File: config.mk
export PLATFORM = sky130hd
export DESIGN_NAME = datapath_seq
export DESIGN_NICKNAME = d
export VERILOG_FILES = /design/src/rtl/dp_pkg.sv /design/src/rtl/regfile_p.sv /design/src/rtl/datapath_seq.sv
export SDC_FILE = /design/constraint.sdc
export NUM_CORES = 1
export LEC_CHECK = 0
export BUFFER_PORTS_ARGS = -buffer_cell sky130_fd_sc_hd__buf_4
export CAP_MARGIN = 5
export CELL_PAD_IN_SITES_DETAIL_PLACEMENT = 1
export CELL_PAD_IN_SITES_GLOBAL_PLACEMENT = 2
export CORE_UTILIZATION = 35
export DETAILED_ROUTE_END_ITERATION = 12
export PLACE_DENSITY = 0.71
export SYNTH_ARGS = -nofsm -noshare
export SYNTH_HDL_FRONTEND = slang
export SYNTH_HIERARCHICAL = 1
export SYNTH_SLANG_ARGS = --single-unit
File: constraint.sdc
create_clock -name clk -period 4 [get_ports clk]
set_clock_uncertainty 0.05 [all_clocks]
set_input_delay 0.8 -clock clk [delete_from_list [all_inputs] [get_ports clk]]
set_output_delay 0.8 -clock clk [all_outputs]
set_load 0.005 [all_outputs]
File: src/rtl/dp_pkg.sv
// dp_pkg: shared codes and FSM encoding for datapath_seq.
// Also provides the register-index width helper used by the datapath and its register file.
package dp_pkg;
  localparam logic [1:0] ALU_ADD  = 2'b00;
  localparam logic [1:0] ALU_SUB  = 2'b01;
  localparam logic [1:0] ALU_AND  = 2'b10;
  localparam logic [1:0] ALU_NOTB = 2'b11;
  localparam logic [1:0] SH_NONE  = 2'b00;
  localparam logic [1:0] SH_LSL   = 2'b01;
  localparam logic [1:0] SH_LSR   = 2'b10;
  localparam logic [1:0] SH_ASR   = 2'b11;
  typedef enum logic [2:0] {S_IDLE, S_LD_A, S_LD_B, S_EXEC, S_WB} state_e;
  function automatic int ra_w(input int nregs);
    return (nregs > 1) ? $clog2(nregs) : 1;
  endfunction
endpackage

File: src/rtl/regfile_p.sv
// regfile_p: register file with one synchronous write port and two asynchronous read ports.
// Every entry clears on reset.
module regfile_p
  import dp_pkg::*;
#(
  parameter int WIDTH = 16,
  parameter int NREGS = 8,
  localparam int RA = ra_w(NREGS)
) (
  input  logic             clk,
  input  logic             reset,
  input  logic             we_i,
  input  logic [RA-1:0]    waddr_i,
  input  logic [WIDTH-1:0] wdata_i,
  input  logic [RA-1:0]    raddr_a_i,
  input  logic [RA-1:0]    raddr_b_i,
  output logic [WIDTH-1:0] rdata_a_o,
  output logic [WIDTH-1:0] rdata_b_o
);
  logic [WIDTH-1:0] mem_q [NREGS];
  always_ff @(posedge clk or posedge reset) begin
    if (reset) begin
      for (int i = 0; i < NREGS; i++) mem_q[i] <= '0;
    end else if (we_i) begin
      mem_q[waddr_i] <= wdata_i;
    end
  end
  assign rdata_a_o = mem_q[raddr_a_i];
  assign rdata_b_o = mem_q[raddr_b_i];
endmodule

File: src/rtl/datapath_seq.sv
// datapath_seq: register file, A/B/C registers, shifter, ALU and flags driven by an internal sequencer.
// One start runs LD_A -> LD_B -> EXEC -> WB; ext_we writes the register file directly while idle.
module datapath_seq
  import dp_pkg::*;
#(
  parameter int WIDTH = 16,
  parameter int NREGS = 8,
  parameter int IMM_W = 5,
  localparam int RA = ra_w(NREGS)
) (
  input  logic             clk,
  input  logic             reset,
  input  logic             start,
  input  logic             ext_we,
  input  logic [RA-1:0]    rd,
  input  logic [RA-1:0]    rn,
  input  logic [RA-1:0]    rm,
  input  logic [1:0]       shift,
  input  logic [1:0]       alu_op,
  input  logic             a_zero,
  input  logic             use_imm,
  input  logic             cmp,
  input  logic [IMM_W-1:0] imm,
  input  logic [WIDTH-1:0] ext_in,
  output logic             busy,
  output logic             done,
  output logic [WIDTH-1:0] result,
  output logic             z,
  output logic             n,
  output logic             v
);
  state_e state_q, state_d;
  logic [RA-1:0] rd_q, rn_q, rm_q;
  logic [1:0] shift_q, alu_op_q;
  logic a_zero_q, use_imm_q, cmp_q, ext_done_q;
  logic [IMM_W-1:0] imm_q;
  logic [WIDTH-1:0] a_q, b_q, c_q, c_d, a_in, b_sh, b_in, sum, diff, rdata_a, rdata_b;
  logic z_q, n_q, v_q, v_d, idle, rf_we;
  assign idle = state_q == S_IDLE;
  // ext_we has priority over start in IDLE, so the write uses the live rd/ext_in
  assign rf_we = (idle && ext_we) || (state_q == S_WB && !cmp_q);
  regfile_p #(.WIDTH(WIDTH), .NREGS(NREGS)) u_rf (
    .clk       (clk),
    .reset     (reset),
    .we_i      (rf_we),
    .waddr_i   (idle ? rd : rd_q),
    .wdata_i   (idle ? ext_in : c_q),
    .raddr_a_i (rn_q),
    .raddr_b_i (rm_q),
    .rdata_a_o (rdata_a),
    .rdata_b_o (rdata_b)
  );
  always_comb begin
    state_d = state_q;
    case (state_q)
      S_IDLE:  state_d = (start && !ext_we) ? S_LD_A : S_IDLE;
      S_LD_A:  state_d = S_LD_B;
      S_LD_B:  state_d = S_EXEC;
      S_EXEC:  state_d = S_WB;
      default: state_d = S_IDLE;
    endcase
    busy = !idle;
    done = state_q == S_WB || ext_done_q;
  end
  always_comb begin
    a_in = a_zero_q ? '0 : a_q;
    b_sh = shift_q == SH_LSL ? {b_q[WIDTH-2:0], 1'b0} :
           shift_q == SH_LSR ? {1'b0, b_q[WIDTH-1:1]} :
           shift_q == SH_ASR ? {b_q[WIDTH-1], b_q[WIDTH-1:1]} : b_q;
    b_in = use_imm_q ? {{(WIDTH-IMM_W){imm_q[IMM_W-1]}}, imm_q} : b_sh;
    sum  = a_in + b_in;
    diff = a_in - b_in;
    c_d  = alu_op_q == ALU_ADD ? sum : alu_op_q == ALU_SUB ? diff :
           alu_op_q == ALU_AND ? (a_in & b_in) : ~b_in;
    v_d  = alu_op_q == ALU_ADD ? (a_in[WIDTH-1] == b_in[WIDTH-1]) && (sum[WIDTH-1] != a_in[WIDTH-1]) :
           alu_op_q == ALU_SUB ? (a_in[WIDTH-1] != b_in[WIDTH-1]) && (diff[WIDTH-1] != a_in[WIDTH-1]) : 1'b0;
  end
  always_ff @(posedge clk or posedge reset) begin
    if (reset) begin
      state_q <= S_IDLE;
      {rd_q, rn_q, rm_q, shift_q, alu_op_q, a_zero_q, use_imm_q, cmp_q, imm_q} <= '0;
      {a_q, b_q, c_q, z_q, n_q, v_q, ext_done_q} <= '0;
    end else begin
      state_q <= state_d;
      ext_done_q <= idle && ext_we;
      if (idle) {rd_q, rn_q, rm_q, shift_q, alu_op_q, a_zero_q, use_imm_q, cmp_q, imm_q} <=
                {rd, rn, rm, shift, alu_op, a_zero, use_imm, cmp, imm};
      if (state_q == S_LD_A) a_q <= rdata_a;
      if (state_q == S_LD_B) b_q <= rdata_b;
      if (state_q == S_EXEC) {c_q, z_q, n_q, v_q} <= {c_d, c_d == '0, c_d[WIDTH-1], v_d};
    end
  end
  assign result = c_q;
  assign z = z_q;
  assign n = n_q;
  assign v = v_q;
endmodule

# After elaboration in Yosys (flattened, before gate mapping)
# Index checks and enable logic that the tools add are counted.
# Widths: inputs -> output; s select.
# op_classes
add_sub_neg	2
order_cmp	4
n_eq_ne	13
muxes	23
bitwise_logic	5
n_reduce_logical	14
# op_table
operator	n
$mux 16	13
$bwmux 128	1
$bmux 16 s3	2
$demux 16 s3	1
$add 16x16->16	1
$and 16x16->16	1
$logic_not 16->1	1
$not 16->16	1
$sub 16x16->16	1
$mux 15	1
$ge 4x4->1 const B	3
$not 3->4	3
$pmux 3 s4	1
$eq 2x2->1 const B	3
$eq 3x2->1 const B	2
$logic_and 1x1->1	6
$eq 2x1->1 const B	2
$lt 4x1->1 const B	1
$eq 3x1->1 const B	1
$eq 3x3->1 const B	1
$logic_not 1->1	3
$logic_not 3->1	1
$mux 1	3
$mux 3	1
4 further kinds	7
# word_totals
regBits	204
input_bits	41

# Logic depth before layout (Yosys ltp)
# Gate-level depths: netlist (run 1).
# depth
ltp_word	10
ltp_mapped	17

# Hierarchy
# Netlist (run 1), hierarchy kept.
# modules_own_cells
mod	instances	cells_per_inst	area_each_um2
regfile_p	1	396	7040.5
datapath_seq	1	593	5801.8

# Least setup slack after synthesis (run 1)
# No wires, ideal clock.
# synth_path
path_type	register -> register
from	register shift_q[1]
to	register z_q, in the netlist z
arrival_ns	3.741
t_required_ns	3.858
path_slack_ns	0.117
stages_incl_launch_ff	17
path_buffers	4
synth_period_minus_slack_ns	3.883
cell_sequence	dfrtp_1 buf_2 buf_2 clkbuf_1 o21ai_0 a21boi_0 inv_1 ha_1 buf_4 and2b_2 a211oi_1 o31ai_4 xnor2_1 mux4_2 and4bb_1 nand4bb_1 o31ai_2
# synth_via
elab_chain_len	10
# synth_lines
element	line_no	rtl
from (decl)	datapath_seq.sv:34	logic [1:0] shift_q, alu_op_q;
from (signal assigned)	datapath_seq.sv:86	if (idle) {rd_q, rn_q, rm_q, shift_q, alu_op_q, a_zero_q, use_imm_q, cmp_q, imm_q} <=
$eq 2x2->1	datapath_seq.sv:69	shift_q == SH_ASR ? {b_q[WIDTH-1], b_q[WIDTH-1:1]} : b_q;
$mux 15	datapath_seq.sv:69	
$mux 16	datapath_seq.sv:68	shift_q == SH_LSR ? {1'b0, b_q[WIDTH-1:1]} :
$mux 16 *	datapath_seq.sv:67	b_sh = shift_q == SH_LSL ? {b_q[WIDTH-2:0], 1'b0} :
$mux 16 *	datapath_seq.sv:70	b_in = use_imm_q ? {{(WIDTH-IMM_W){imm_q[IMM_W-1]}}, imm_q} : b_sh;
branches (longest 3 deep; another with $sub 16x16->16)	--	
$mux 16 *	datapath_seq.sv:73	c_d = alu_op_q == ALU_ADD ? sum : alu_op_q == ALU_SUB ? diff :
$logic_not 16->1 *	datapath_seq.sv:90	if (state_q == S_EXEC) {c_q, z_q, n_q, v_q} <= {c_d, c_d == '0, c_d[WIDTH-1], v_d};
to (signal assigned)	datapath_seq.sv:90	
to (decl)	datapath_seq.sv:38	logic z_q, n_q, v_q, v_d, idle, rf_we;
# Mark *: on every way between the ends.
# A chain may end at the register's enable or synchronous reset.

# Worst setup path after layout (run 1)
# layout_path
from	register use_imm_q
to	register v_q, in the netlist v
# layout_via
elab_chain_len	6
# layout_lines
element	line_no	rtl
from (decl)	datapath_seq.sv:35	logic a_zero_q, use_imm_q, cmp_q, ext_done_q;
from (signal assigned)	datapath_seq.sv:86	
$mux 16 *	datapath_seq.sv:70	
$sub 16x16->16	datapath_seq.sv:72	diff = a_in - b_in;
$ne 1x1->1	datapath_seq.sv:76	alu_op_q == ALU_SUB ? (a_in[WIDTH-1] != b_in[WIDTH-1]) && (diff[WIDTH-1] != a_in[WIDTH-1]) : 1'b0;
$logic_and 1x1->1	datapath_seq.sv:76	
$mux 1	datapath_seq.sv:76	
$mux 1 *	datapath_seq.sv:75	v_d = alu_op_q == ALU_ADD ? (a_in[WIDTH-1] == b_in[WIDTH-1]) && (sum[WIDTH-1] != a_in[WIDTH-1]) :
to (signal assigned)	datapath_seq.sv:90	
to (decl)	datapath_seq.sv:38	
# Mark *: on every way between the ends. The rest lies on a longest branch, timed or not.

==> summary.txt, run 1 <==
sequential share of the synthesized area = 39.6%
ys flop type = dfrtp_1
maximum clock path buffer count = 3
Distinct cells, synth = 85
full die area = 37500 µm²
power density over cell area = 978 nW/µm²
Reg power frac = 26.2%
final layout net count = 1139
DRC = 0
Max Clock Freq = 263 MHz
Worst IR Drop VDD = 0.434 mV
synthesized cell area = 12800 µm²
reg2reg end = v
Crit path largest cell delay = 0.41 ns
Worst Setup Start Kind = register
initial antenna violation count = 3
Site Rows = 69
total chip power = 14.5 mW
Req. time, crit path = 4.38 ns
initial drt markers = 284
clock sink count = 203
Routed WL per cell = 23.0 µm
critical path's most frequent cell = buf_4
Comb pwr share = 56.8%
cell area after placement = 13900 µm²
top cell type by total area after synthesis = dfrtp_1
max-slew violations = 0
critical path startpoint = use_imm_q
Slew @ Worst Pin = 0.984 ns
GRT Resource Usage Total = 19.2%
Cell Chain, Critical Path = clkinv_1 -> buf_4 -> a21boi_0 -> inv_1 -> ha_1 -> nor3b_1 -> or3_4 -> a211oi_1 -> o31ai_1 -> a311oi_1 -> buf_4 -> or3_1 -> nand4_1 -> a221oi_1
Post-synth EDFFs = 0
Critical Path AT = 4.18 ns
Critical Setup Path Class = reg2reg
Inserted Diodes = 0
post-route clock period utilization = 95.1%
drt total wl = 35.5 mm
largest net degree at the start of global routing = 70
vias in the first global route = 9336
Yosys Warn Count = 6
CTS tree = yes
Power Internal = 8.72 mW
Final setup viols = 0
Starting Density = 35.8%
synth top area cells = dfrtp_1, mux2_2, mux4_1, mux4_2, ha_1
Vias/cell = 5.62
CP max-delay cell = or3_4
Core Area = 35800 µm²
unrepaired setup endpoints after global routing = false
Area Growth Syn to Fin = 15.7%
CTS buffer count = 25
Final Critical Period = 3.80 ns
share of cells above drive strength 1 = 42.2%
P_sw = 5.81 mW
root buf cell = clkbuf_16
CTS hold repair buffers = 0
dpl hpwl = 25.0 mm
ANT nets after route = 0
gr ovfl total = 0
Rel. slew slack = 34.4%
Syn Inst Count = 989
worst r2r src = use_imm_q
net count after synthesis = 1063
Reg area = 5080 µm²
CP endpoint kind = register
worst reg2reg setup slack = 0.20 ns
Vias = 8674
asr flop ratio synth = 100%
Multi-input gate area = 7200 µm²
final setup TNS = 0 ns
maxcap violations = 0
Syn Area/Cell = 13.0 µm²
Die Wd = 194 µm
Buffers on Ports = 61
status = finished, final reports clean
Skew-Pair Late Insertion Delay = 0.55 ns
first-pass GRT wire length = 55.9 mm
htree depth = 1
min-delay worst type = in2async
Clock transition at path regs = 0.05 ns
Die Ht = 194 µm
FF+latch count, synth = 203
P_leak = 6.74 nW
Yosys top cell area share = 39.6%
Final Hold Vio Count = 0
Sw Ratio = 40.0%
I/O pins = 62
Filler Cells Inserted = 3710
Initial DRT Pass Iterations = 4
GPL Wtd Cong = 0.813
Final Cell Area = 14900 µm²
CP max FO = 6
Worst R2R Path Depth = 14
clock share of power = 17.0%
==> cell type report <==
class / count / share of cell area, %
inverters: 41 / 1.07
flip-flops and latches: 203 / 34.2
multi-input cells: 672 / 48.4
clock buffers: 33 / 4.88
well taps: 461 / 3.88
repair buffers: 122 / 6.33
clock inverters: 11 / 1.20
==> worst max-delay path by stage <==
stage,to
floorplan,z
global placement,z
detailed placement,z
CTS,z
global route,z
finish,v
==> stage by stage <==
| stage | instances | util, % | worst slack [ns] | hold WS [ns] |
|---|---|---|---|---|
| after detailed placement | 1498 | 38.7 | -0.0153 | 0.442 |
| after CTS | 1542 | 41.3 | 0.0420 | 0.113 |
| after global placement | 1498 | 38.7 | 0.129 | 0.426 |
| after floorplan | 989 | - | 0.117 | 0.415 |
| after global routing | 1543 | 41.5 | 0.0132 | 0.122 |
| final | 1543 | 41.5 | 0.197 | 0.134 |
==> logic make-up after synthesis <==
group	synth area share, %
simple gates	7.10
mux	35.4
fa+ha+maj	3.33
flops	39.6
buf+inv	5.45
xor+xnor	0.614
compound gates	8.56
==> synthesized netlist by cell type, types with 3 or more instances <==
| library cell | instances |
|---|---|
| nor4bb_1 | 3 |
| nor3_1 | 10 |
| clkbuf_1 | 19 |
| o211ai_1 | 3 |
| o2111a_1 | 3 |
| nand4b_2 | 3 |
| buf_12 | 4 |
| nand2b_1 | 4 |
| nor2b_1 | 25 |
| a21boi_0 | 7 |
| nor3b_1 | 5 |
| nor2_1 | 31 |
| o21bai_1 | 3 |
| o221ai_1 | 5 |
| buf_1 | 4 |
| o21ai_0 | 32 |
| mux2_1 | 10 |
| clkbuf_8 | 6 |
| mux2i_1 | 16 |
| nand2_1 | 37 |
| or2_2 | 6 |
| buf_2 | 15 |
| nand3_1 | 5 |
| ha_1 | 31 |
| nand4_1 | 4 |
| mux4_1 | 49 |
| buf_4 | 11 |
| buf_6 | 11 |
| dfrtp_1 | 203 |
| a31oi_1 | 5 |
| a211oi_1 | 11 |
| mux4_2 | 19 |
| mux2_2 | 227 |
| o21a_1 | 3 |
| a21o_1 | 9 |
| inv_1 | 38 |
| and3b_1 | 3 |
| xnor2_1 | 8 |
| a311oi_1 | 3 |
| a21oi_1 | 22 |
| or3_1 | 4 |
| o31ai_1 | 12 |
| clkbuf_2 | 3 |
==> sequential cells by signal (all words and copies together), names as in the netlist, 2 cells and up <==
signal	flops
u_rf/mem_q	128
rm_q	3
shift_q	2
rd_q	3
a_q	16
b_q	16
alu_op_q	2
result	16
state_q	3
rn_q	3
imm_q	5
==> worst max-delay path: cells and delay by family (launching register included) <==
family	cells	cell delay, ns
buffers and inverters	4	0.77
DFF	1	0.36
adders and majority gates	1	0.31
AOI/OAI and AO/OA	5	1.41
and+or+nand+nor	4	0.81
==> power by group through the flow <==
stage	clock [mW]	sequential [mW]	combinational, mW
after floorplan	0	3.42	6.15
after global placement	0	3.77	8.02
after detailed placement	0	3.85	8.12
after CTS	2.55	3.82	8.18
after global routing	2.61	3.96	8.93
final	2.47	3.81	8.25
==> repair_timing <==
action | CTS | global route
gates resized for setup | 1 | 14
buffers inserted | 0 | 1
endpoints found under the setup margin | 1 | 5
hold endpoints to repair | 0 | 0
pin swaps | 0 | 2
==> layer usage <==
layer  up-vias  track usage [%]  wire [µm]
met5         -                0          0
met1      4573             26.1      16400
met3        61             2.28       1150
li1       3922                -          -
met4         0             5.30        913
met2       118             32.1      17100
==> layout by cell type (no fill, tap or decap), drive strengths merged, types with 22 or more instances in the layout <==
cell and n:
clkbuf 33, buf 122, inv 38, nand2 37
a21oi 22, mux4 68, nor2 31, o21ai 33
nor2b 25, mux2 237, dfrtp 203, ha 31
Note: power is estimated with default switching activity, not from simulation.
==> run 2, diff against run 1 <==
--- a/config.mk
+++ b/config.mk
@@ -5,13 +5,14 @@
 export SDC_FILE = /design/constraint.sdc
 export NUM_CORES = 1
 export LEC_CHECK = 0
+export ABC_AREA = 1
 export BUFFER_PORTS_ARGS = -buffer_cell sky130_fd_sc_hd__buf_4
 export CAP_MARGIN = 5
 export CELL_PAD_IN_SITES_DETAIL_PLACEMENT = 1
 export CELL_PAD_IN_SITES_GLOBAL_PLACEMENT = 2
-export CORE_UTILIZATION = 35
+export CORE_UTILIZATION = 32
 export DETAILED_ROUTE_END_ITERATION = 12
-export PLACE_DENSITY = 0.71
+export PLACE_DENSITY = 0.8
 export SYNTH_ARGS = -nofsm -noshare
 export SYNTH_HDL_FRONTEND = slang
 export SYNTH_HIERARCHICAL = 1
==> summary.txt, run 2 <==
Yosys top cell area share = 38.1%
Die Wd = 206 µm
Routed WL per cell = 20.3 µm
GRT Resource Usage Total = 25.7%
Rel. slew slack = 19.3%
Syn Area/Cell = 6.55 µm²
root buf cell = clkbuf_16
maximum clock path buffer count = 3
net count after synthesis = 2112
dpl hpwl = 37.8 mm
Final setup viols = 0
Buf/Inv on CP = 5
Die Ht = 206 µm
Post-synth top cells = nand2_1, inv_1, dfrtp_1, nand3_1, o21ai_0
critical path startpoint = use_imm_q
Top delay family on crit path = simple AND/OR/NAND/NOR gates
Clock transition at path regs = 0.06 ns
DRC = 10
status = finished, violations left
Yosys Warn Count = 6
synth top area cells = dfrtp_1, nand2_1, inv_1, nand3_1, o21ai_0
ANT nets after route = 0
Buffers on Ports = 61
unrepaired setup endpoints after global routing = false
Final Hold Vio Count = 0
sequential share of the synthesized area = 38.1%
Slew @ Worst Pin = 1.21 ns
most common cell in the netlist = nand2_1
Worst R2R Path Depth = 18
clock sink count = 203
share of cells above drive strength 1 = 9.58%
post-route clock period utilization = 88.8%
Post-CTS Setup Bufs = 0
initial antenna violation count = 0
Syn Inst Count = 2038
FF+latch count, synth = 203
Finished Layout Cells = 2609
ys flop type = dfrtp_1
CTS tree = yes
Worst Setup Start Kind = register
CP max-delay cell = dfrtp_2
reg2reg end = z
initial drt markers = 871
Core Area = 41000 µm²
max-slew violations = 0
worst r2r src = use_imm_q
Skew-Pair Late Insertion Delay = 0.57 ns
Placed Cells = 2561
Starting Density = 32.5%
worst reg2reg setup slack = 0.45 ns
max FFs per register = 128
CTS buffer count = 26
min-delay worst type = in2async
top cell type by total area after synthesis = dfrtp_1
Inserted Diodes = 0
Site Rows = 74
final setup TNS = 0 ns
htree depth = 1
synthesized cell area = 13300 µm²
failing checks = DRC
Crit path largest cell delay = 0.53 ns
first-pass GRT wire length = 82.3 mm
vias in the first global route = 13.6k
most frequent cells in the layout = nand2_1, inv_1, dfrtp_1
drt total wl = 53.0 mm
Post-synth EDFFs = 0
largest net degree at the start of global routing = 77
Largest Register = u_rf/mem_q
final layout net count = 2131
commonest non-fill, non-tap cell in the layout = nand2_1
Max Clock Freq = 281 MHz
Initial DRT Pass Iterations = 9
Vias/cell = 5.08
CTS hold repair buffers = 0
Vias = 13.2k
maxcap violations = 0
Cell Chain, Critical Path = inv_1 -> nor2_1 -> inv_1 -> nand2_1 -> inv_1 -> ha_1 -> inv_1 -> nand2_1 -> inv_1 -> a21oi_1 -> nand2_1 -> nand2_1 -> nand3_1 -> nand3_1 -> nand2_1 -> a21oi_2 -> nand3_1 -> o21ai_1
Critical Path AT = 3.99 ns
Critical Setup Path Class = reg2reg
gr ovfl total = 0
CP max FO = 14
Distinct cells, synth = 39
I/O pins = 62
Final Critical Period = 3.55 ns
CP endpoint kind = register
Area Growth Syn to Fin = 14.0%
asr flop ratio synth = 100%
GPL Wtd Cong = 0.945
full die area = 42500 µm²
Req. time, crit path = 4.44 ns
run 2: cell types whose count changed after synthesis, moves of 49 or more:
cell / change
inv_1: +234
o21ai_0: +120
nand3_1: +187
nor2_1: +85
a21oi_1: +62
mux4_1: -49
mux2_2: -196
nand2_1: +741
run 2: kinds of logic after synthesis:
| kind of cell | synth area share (%) |
|---|---|
| xor gates and xnor gates | 0.197 |
| buffers and inverters | 11.4 |
| muxes | 2.62 |
| and+or+nand+nor | 33.7 |
| DFF | 38.1 |
| adders and majority gates | 3.21 |
| AOI/OAI and AO/OA | 10.8 |
run 2: through the flow:
| stage | util, % | setup slack, ns | hold slack [ns] | area, µm² |
|---|---|---|---|---|
| floorplan | - | 1.24 | 0.403 | 13300 |
| global placement | 34.9 | 0.185 | 0.416 | 14300 |
| detailed placement | 34.9 | 0.273 | 0.423 | 14300 |
| CTS | 37.1 | 0.254 | 0.251 | 15200 |
| global route | 37.1 | 0.0571 | 0.282 | 15200 |
| finish | 37.1 | 0.447 | 0.258 | 15200 |
run 2: what timing repair did:
action / in CTS / in global routing
hold endpoints to repair: 0 / 0
resized for setup: 0 / 3
endpoints found under the setup margin: 0 / 3
run 2: final cells by class:
class | instances | area, µm²
Inverter | 279 | 1050
Tap cell | 532 | 666
Timing Repair Buffer | 95 | 751
Clock inverter | 13 | 181
Sequential cell | 203 | 5080
Clock buffer | 35 | 724
Fill cell | 5307 | 25800
Multi-Input combinational cell | 1452 | 6750
run 2: per-layer routing:
| metal | part of all wire, % | wire (µm) | vias up | global-route usage, % |
|---|---|---|---|---|
| met3 | 3.4 | 1800 | 76 | 2.59 |
| li1 | - | - | 6383 | - |
| met1 | 46 | 24600 | 6541 | 35.0 |
| met4 | 3.4 | 1820 | 0 | 8.64 |
| met5 | 0 | 0 | - | 0 |
| met2 | 47 | 24800 | 248 | 42.3 |
run 2: worst max-delay path by stage:
stage,to,cells past startpoint
floorplan,a_q[0],1
global placement,z,19
detailed placement,z,19
CTS,z,19
global route,z,19
finish,z,18
Power of run 2 is not shown: default switching activity piles up to over one toggle a cycle in this logic, so the estimate is an artifact.
